==> src/rtl/object_layer_mixer.sv <==
// Multi-object rectangle layer: shadow/active object registers committed at
// vblank start, 2-stage per-pixel hit test with priority, colour output and collision flags.

module object_hit_lane #(
  parameter int XW = 10,
  parameter int YW = 10
) (
  input  logic [XW-1:0] i_cx,
  input  logic [YW-1:0] i_cy,
  input  logic [XW-1:0] i_x,
  input  logic [YW-1:0] i_y,
  input  logic [XW-1:0] i_w,
  input  logic [YW-1:0] i_h,
  input  logic          i_vis,
  output logic          o_hit
);
  // One extra bit on the right edge so objects past the screen edge clip instead of wrapping.
  logic [XW:0] w_xe;
  logic [YW:0] w_ye;
  assign w_xe = {1'b0, i_x} + {1'b0, i_w};
  assign w_ye = {1'b0, i_y} + {1'b0, i_h};
  assign o_hit = i_vis & (i_cx >= i_x) & ({1'b0, i_cx} < w_xe)
                       & (i_cy >= i_y) & ({1'b0, i_cy} < w_ye);
endmodule

module object_layer_mixer #(
  parameter int NUM_OBJ = 4,
  parameter int XW      = 10,
  parameter int YW      = 10,
  parameter int COLOR_W = 3,
  parameter int IDX_W   = 2
) (
  input  logic               clk,
  input  logic               reset,
  input  logic [XW-1:0]      CounterX,
  input  logic [YW-1:0]      CounterY,
  input  logic               inDisplayArea,
  input  logic               vblank,
  input  logic               wr_en,
  input  logic [IDX_W-1:0]   wr_idx,
  input  logic [XW-1:0]      wr_x,
  input  logic [YW-1:0]      wr_y,
  input  logic [XW-1:0]      wr_w,
  input  logic [YW-1:0]      wr_h,
  input  logic [COLOR_W-1:0] wr_color,
  input  logic               wr_vis,
  output logic [COLOR_W-1:0] vga_rgb,
  output logic               pix_valid,
  output logic               any_hit,
  output logic [IDX_W-1:0]   hit_idx,
  output logic [NUM_OBJ-1:0] coll_status,
  output logic [7:0]         frame_cnt
);
  typedef struct packed {
    logic [XW-1:0]      x;
    logic [YW-1:0]      y;
    logic [XW-1:0]      w;
    logic [YW-1:0]      h;
    logic [COLOR_W-1:0] color;
    logic               vis;
  } obj_t;

  obj_t [NUM_OBJ-1:0] r_shadow, r_active;
  logic               r_pending, r_vblank_d;
  logic [7:0]         r_frame_cnt;
  logic [NUM_OBJ-1:0] r_hv, r_coll_acc, r_coll_status;
  logic               r_s1_de;
  logic [COLOR_W-1:0] r_rgb;
  logic               r_pv, r_any;
  logic [IDX_W-1:0]   r_idx;

  logic [NUM_OBJ-1:0] w_wr_sel, w_hv, w_coll_upd;
  logic               w_wr_ok, w_vb_rise, w_commit, w_multi, w_any;
  logic [IDX_W-1:0]   w_idx;

  // Out-of-range wr_idx selects no lane, so it neither writes nor sets pending.
  for (genvar g = 0; g < NUM_OBJ; g++) begin : g_lane
    assign w_wr_sel[g] = wr_en & (wr_idx == IDX_W'(g));
    object_hit_lane #(.XW(XW), .YW(YW)) u_hit (
      .i_cx (CounterX),
      .i_cy (CounterY),
      .i_x  (r_active[g].x),
      .i_y  (r_active[g].y),
      .i_w  (r_active[g].w),
      .i_h  (r_active[g].h),
      .i_vis(r_active[g].vis),
      .o_hit(w_hv[g])
    );
  end

  assign w_wr_ok   = |w_wr_sel;
  assign w_vb_rise = vblank & ~r_vblank_d;
  assign w_commit  = w_vb_rise & r_pending;
  assign w_any     = |r_hv;
  assign w_multi   = |(r_hv & (r_hv - NUM_OBJ'(1)));
  assign w_coll_upd = (r_s1_de && w_multi) ? r_hv : '0;

  always_comb begin
    w_idx = '0;
    for (int i = NUM_OBJ - 1; i >= 0; i--)
      if (r_hv[i]) w_idx = IDX_W'(i);
  end

  // Commit reads the pre-write shadow; a coincident write stays pending for next frame.
  always_ff @(posedge clk or negedge reset) begin
    if (!reset) begin
      r_shadow    <= '0;
      r_active    <= '0;
      r_pending   <= 1'b0;
      r_vblank_d  <= 1'b0;
      r_frame_cnt <= '0;
    end else begin
      r_vblank_d <= vblank;
      if (w_commit) begin
        r_active    <= r_shadow;
        r_frame_cnt <= r_frame_cnt + 8'd1;
      end
      for (int i = 0; i < NUM_OBJ; i++)
        if (w_wr_sel[i]) r_shadow[i] <= {wr_x, wr_y, wr_w, wr_h, wr_color, wr_vis};
      if (w_wr_ok)       r_pending <= 1'b1;
      else if (w_commit) r_pending <= 1'b0;
    end
  end

  always_ff @(posedge clk or negedge reset) begin
    if (!reset) begin
      r_hv          <= '0;
      r_s1_de       <= 1'b0;
      r_rgb         <= '0;
      r_pv          <= 1'b0;
      r_any         <= 1'b0;
      r_idx         <= '0;
      r_coll_acc    <= '0;
      r_coll_status <= '0;
    end else begin
      r_hv    <= w_hv;
      r_s1_de <= inDisplayArea;
      r_pv    <= r_s1_de;
      r_any   <= r_s1_de & w_any;
      r_idx   <= r_s1_de ? w_idx : '0;
      r_rgb   <= (r_s1_de & w_any) ? r_active[w_idx].color : '0;
      if (w_vb_rise) begin
        r_coll_status <= r_coll_acc | w_coll_upd;
        r_coll_acc    <= '0;
      end else begin
        r_coll_acc <= r_coll_acc | w_coll_upd;
      end
    end
  end

  assign vga_rgb     = r_rgb;
  assign pix_valid   = r_pv;
  assign any_hit     = r_any;
  assign hit_idx     = r_idx;
  assign coll_status = r_coll_status;
  assign frame_cnt   = r_frame_cnt;
endmodule
==> config.mk <==
export PLATFORM = sky130hd
export DESIGN_NAME = object_layer_mixer
export DESIGN_NICKNAME = d
export VERILOG_FILES = /design/src/rtl/object_layer_mixer.sv
export SDC_FILE = /design/constraint.sdc
export NUM_CORES = 1
export LEC_CHECK = 0
export ABC_AREA = 1
export ABC_CLOCK_PERIOD_IN_PS = 7700
export CORE_MARGIN = 4
export CORE_UTILIZATION = 52
export CTS_BUF_LIST = sky130_fd_sc_hd__clkbuf_8 sky130_fd_sc_hd__clkbuf_16
export CTS_CLUSTER_SIZE = 10
export DETAILED_ROUTE_END_ITERATION = 8
export PLACE_DENSITY = 0.78
export SLEW_MARGIN = 30
export SYNTH_ARGS = -nofsm -noshare
export SYNTH_HDL_FRONTEND = slang
export SYNTH_SLANG_ARGS = --single-unit
==> constraint.sdc <==
create_clock -name clk -period 7.7 [get_ports clk]
set_clock_uncertainty 0.1 [all_clocks]
set_input_delay 1.155 -clock clk [delete_from_list [all_inputs] [get_ports clk]]
set_output_delay 1.155 -clock clk [all_outputs]
set_load 0.02 [all_outputs]
After elaboration in Yosys (flattened, before gate mapping)
Index checks and enable logic that the tools add are counted.
W data, S select, Z words.

cells by class
  add/sub/neg operators = 10
  order comparisons = 17
  equal/unequal tests = 3
  muxes and demuxes = 12
  bitwise operators = 26
  reductions and logical operators = 6

operator list
  kind                   number
  $add A10 B10 Y11       8
  $bmux W44 S2           1
  $lt A10 B11 Y1         8
  $ge A10 B10 Y1         8
  $and A1 B1 Y1          23
  $mux W4                3
  $reduce_or A4 Y1       3
  $mux W2                5
  $add A8 B1 Y8 const B  1
  $and A4 B4 Y4          1
  $eq A2 B2 Y1 const B   2
  $or A4 B4 Y4           1
  $sub A4 B1 Y4 const B  1
  $lt A2 B3 Y1 const B   1
  $mux W3                1
  $eq A2 B1 Y1 const B   1
  $logic_not A2 Y1       1
  $mux W1                2
  $reduce_bool A2 Y1     1
  $logic_and A1 B1 Y1    1
  $not A1 Y1             1

word-level totals
  register bits = 382
  bits of input ports = 71
  output and inout port bits = 19
  word-level logic and storage cells = 133

Longest topological paths before layout
  depth in word-level cells = 7
  gate-level depth with buffers = 19
  gate-level depth less buffers = 19

By module
A second synthesis with hierarchy kept.

second synthesis, totals
  cell total of the unflattened synthesis = 2,668
  area total of the unflattened synthesis = 21,703.3 µm²

modules (own cells, without submodules)
  module                                  instances  cells each  area an instance (µm²)  seq. area each (µm²)
  object_layer_mixer                      1          1,502       14,203.6                9,559.2
  object_hit_lane at g_lane[2].u_hit ...  2          291         1,879.3                 0.0
  object_hit_lane at g_lane[0].u_hit ...  2          292         1,870.5                 0.0

Worst setup path before layout
OpenSTA, ideal clock, no wires.

  path kind = flip-flop to flip-flop
  start point = register r_active[78] (netlist name)
  end point = register r_hv[1]
  setup time = 0.071 ns
  arrival = 2.311 ns
  required time = 7.529 ns
  path slack = 5.218 ns
  cell stages (with the launch flop) = 19
  buffers on the path = 0
  period minus slack after synthesis = 2.482 ns
  cells stage by stage = dfrtp_1 -> ha_1 -> fa_1 -> inv_1 -> nor2_1 -> nor2_1 -> xor2_1 -> ha_1 -> nand2_1 -> inv_1 -> a21oi_1 -> nand2_1 -> nand2_1 -> nand2_1 -> nand2_1 -> nand2_1 -> nand2_1 -> nand2_1 -> nor2_1

on the way
  longest elaborated chain between the ends = 5
  elaborated cells between the ends (all ways) = 7
  those cells by class = add/sub (1); order compare (2); bitwise (4)

RTL lines
  element                                             RTL line  source
  start: declaration                                  63        obj_t [NUM_OBJ-1:0] r_shadow, r_active;
  start signal: assignment                            115       r_active <= r_shadow;
  $add A10 B10 Y11 or $ge A10 B10 Y1 (tied branches)  20, 22
  $lt A10 B11 Y1 or $and A1 B1 Y1 (tied branches)     22        assign o_hit = i_vis & (i_cx >= i_x) & ({1'b0, i_cx} < w_xe)
  $and A1 B1 Y1 *                                     22
  $and A1 B1 Y1 * (2 in series)                       23        & (i_cy >= i_y) & ({1'b0, i_cy} < w_ye);
  via g_lane[1].u_hit.o_hit                           15        output logic o_hit
  end signal: assignment                              136       r_hv <= w_hv;
  end: declaration                                    66        logic [NUM_OBJ-1:0] r_hv, r_coll_acc, r_coll_status;

The timed path passes the listed nets; every way through them passes the cells marked *.
A chain may end at the register's enable or synchronous reset.

Worst setup path in the final report
  start point = input vblank
  end point = register r_active[97] (netlist name)

on the way
  longest elaborated chain between the ends = 2

RTL lines
  element             RTL line  source
  start: declaration  38        input logic vblank,
  $and A1 B1 Y1       92        assign w_vb_rise = vblank & ~r_vblank_d;
  $and A1 B1 Y1       93        assign w_commit = w_vb_rise & r_pending;

No other way between the ends.

==> results.yml <==
die:
  start_util_pct: 52.6
  rows: 74
  die_w_um: 211
  core_mm2: 0.0408
  pin_count: 90
  fp.dieArea_mm2: 0.0446
  die_y_um: 211
power_and_ir_drop:
  p_comb_share_pct: 33.4
  netSwitchingFraction_pct: 35.8
  seqPwrFrac_pct: 38.2
  p_leak_nw: 12.3
  switchingPower_mw: 2.47
  power_density_mw_per_mm2: 288
  power_frac_clock_pct: 28.3
  power.internal_mw: 4.44
  ir_drop_mv: 0.166
clock_network:
  cts.sinks: 382
  worstSkewPairLatency_ns: 0.56
  cts.clk_slew.worst_paths_ns: 0.06
  cts_resized: 0
  cts_tree: "done"
  htreeDepth: 2
  post_cts_buffers: 0
  cts_root_buf: "clkbuf_16"
  numCtsBuffers: 46
  ctsLongestPathBuffers: 3
  postCtsHoldBufs: 0
timing:
  worst_slew_pin_slew_ns: 0.909
  fmax_mhz: 326
  fin_tns_setup_ns: 0
  min_period_ns: 3.07
  rsz0062_at_grt: "false"
  final-hold-violation-count: 0
  min_period_over_period_pct: 39.8
  finalSetupViolCount: 0
  drv_slew: 0
  maxSlewHeadroom_pct: 39.4
global_routing:
  grtUsageTotal_pct: 24.9
  antenna_found_initial: 2
  grt_pass1_vias: 17300
  grt_overflow: 0
  grt_pass1_wl_um: 89700
  grt_max_degree: 186
synth:
  syn_nets: 2871
  yosysMostFrequentCell: "nand2_1"
  yosysSeqAreaShare_pct: 44.5
  yosys-top-cells-area: "dfrtp_1 (45%), nand2_1 (15%), ha_1 (14%), o21ai_0 (6.0%), inv_1 (4.3%)"
  synth-seq-cells: 382
  ys_warn_count: 0
  synth_area_mm2: 0.0215
  syn_inst: 2559
  synth-edff-count: 0
  async_flop_share_pct: 100
  avgSynthCellArea_um2: 8.39
  synth_top_flop_cell: "dfrtp_1"
  synth_top_cell_area_share_pct: 44.5
  synth_cell_types: 35
  synthTopCellsByCount: "nand2_1 (860), dfrtp_1 (382), o21ai_0 (256), inv_1 (247), ha_1 (233)"
  synth_top_area_cell: "dfrtp_1"
flow_run:
  drv_cap: 0
placed_design:
  portBuffers: 89
  routabilityCongestion: 0.954
  dpl.hpwl_um: 38600
  dp.cells: 3111
finish:
  stdcell_count: 3175
  fin_util_pct: 58.8
  layout.nets: 2942
  syn2layout_area_growth_pct: 11.8
  fillers: 3484
  drive_gt1_share_pct: 4.09
  n_antenna_cell: 0
detailed_routing:
  ant_nets: 0
  drtIter0Drc: 1507
  route.met3.wl_um: 3840
  wl_met1_um: 23700
  first_pass_iters: 5
  wl_met2_um: 26000
  drc: 0
  maxUsedRoutingLayer: "met4"
  wirelength_um: 55500
  vias: 17600
  wl_per_cell_um: 17.5
  vias_per_cell: 5.54
worst_setup_path:
  cp_data_required_time_ns: 8.08
  ff2ff_setup_slack_ns: 4.71
  worstSetupStartpointType: "input port"
  crit_arrival_ns: 3.45
  crit_fanout: 144
  cp-end-kind: "register"
  critical_path_class: "in2reg"
min_path:
  min_path_type: "reg2reg"
status:
  status: "completed"
critical path, stage by stage:
cell,delay [ns]
clkdlybuf4s50_1,0.47
inv_1,0.07
nor2_4,0.16
nand2_4,0.15
inv_8,0.53
buf_4,0.52
nand2_1,0.14
nand2_1,0.09
layout make-up:
class,count,area (um^2),area share (%)
multi-input combinational,1852,10500,43.7
sequential,382,9560,39.8
clock buffer,48,1190,4.96
timing repair buffer,100,1040,4.35
inverter,248,938,3.91
tap,532,666,2.77
clock inverter,13,111,0.464
through the flow:
step / setup slack (ns) / area, um^2 / hold slack [ns] / total power, mW
floorplan: 5.22 / 21500 / 0.295 / 4.28
global placement: 4.05 / 22600 / 0.347 / 4.83
detailed placement: 3.94 / 22600 / 0.348 / 4.94
CTS: 4.54 / 23900 / 0.360 / 6.93
global route: 4.46 / 24000 / 0.370 / 7.43
finish: 4.63 / 24000 / 0.359 / 6.91
cell families after synthesis:
group | count (synthesis) | share of synthesized area [%]
XOR/XNOR | 71 | 2.90
adder cells (fa/ha/maj) | 241 | 14.3
buffers and inverters | 325 | 6.73
flip-flops | 382 | 44.5
AND/OR/NAND/NOR | 1099 | 20.4
AO/OA/AOI/OAI | 441 | 11.2
per-layer routing:
| layer | up-vias | global-route usage (%) |
|---|---|---|
| li1 | 8405 | - |
| met1 | 8412 | 34.1 |
| met2 | 632 | 41.0 |
| met3 | 128 | 3.80 |
| met4 | 0 | 8.63 |
| met5 | - | 0 |
worst paths after layout:
kind                            depth (start not counted)           from       endpoint
min in group asynchronous                               1          reset   frame_cnt[3]
worst max-delay path                                    8         vblank   r_active[97]
worst min register to register                          2  r_shadow[102]  r_active[102]
worst max register to register                         18   r_active[68]        r_hv[1]
max in group asynchronous                               3          reset   r_active[94]
worst min-delay path                                    2  r_shadow[102]  r_active[102]
state kept, by name, summed over array words and instances, names as in the netlist:
| name | cells |
|---|---|
| any_hit | 1 |
| coll_status | 4 |
| hit_idx | 2 |
| r_shadow | 176 |
| r_coll_acc | 4 |
| r_vblank_d | 1 |
| frame_cnt | 8 |
| r_active | 176 |
| r_s1_de | 1 |
| r_hv | 4 |
| pix_valid | 1 |
| vga_rgb | 3 |
| r_pending | 1 |
layout by cell type (no fill, tap or decap), drive strengths merged:
cell type / n
a21o: 9
a21oi: 117
a31oi: 8
buf: 12
bufinv: 2
clkbuf: 48
clkdlybuf4s50: 88
clkinv: 4
dfrtp: 382
fa: 8
ha: 233
inv: 255
nand2: 861
nand3: 59
nand4: 25
nor2: 136
nor3: 10
nor4: 8
o211ai: 8
o21a: 8
o21ai: 281
o21bai: 10
xnor2: 23
xor2: 48
power groups by stage:
stage / Combinational, mW / Clock (mW) / Sequential, mW
finish: 2.31 / 1.96 / 2.64
global route: 2.67 / 2.07 / 2.68
CTS: 2.30 / 1.99 / 2.64
detailed placement: 2.28 / 0 / 2.66
global placement: 2.18 / 0 / 2.65
floorplan: 1.67 / 0 / 2.61
No activity file was read; power rests on OpenSTA's default activity.
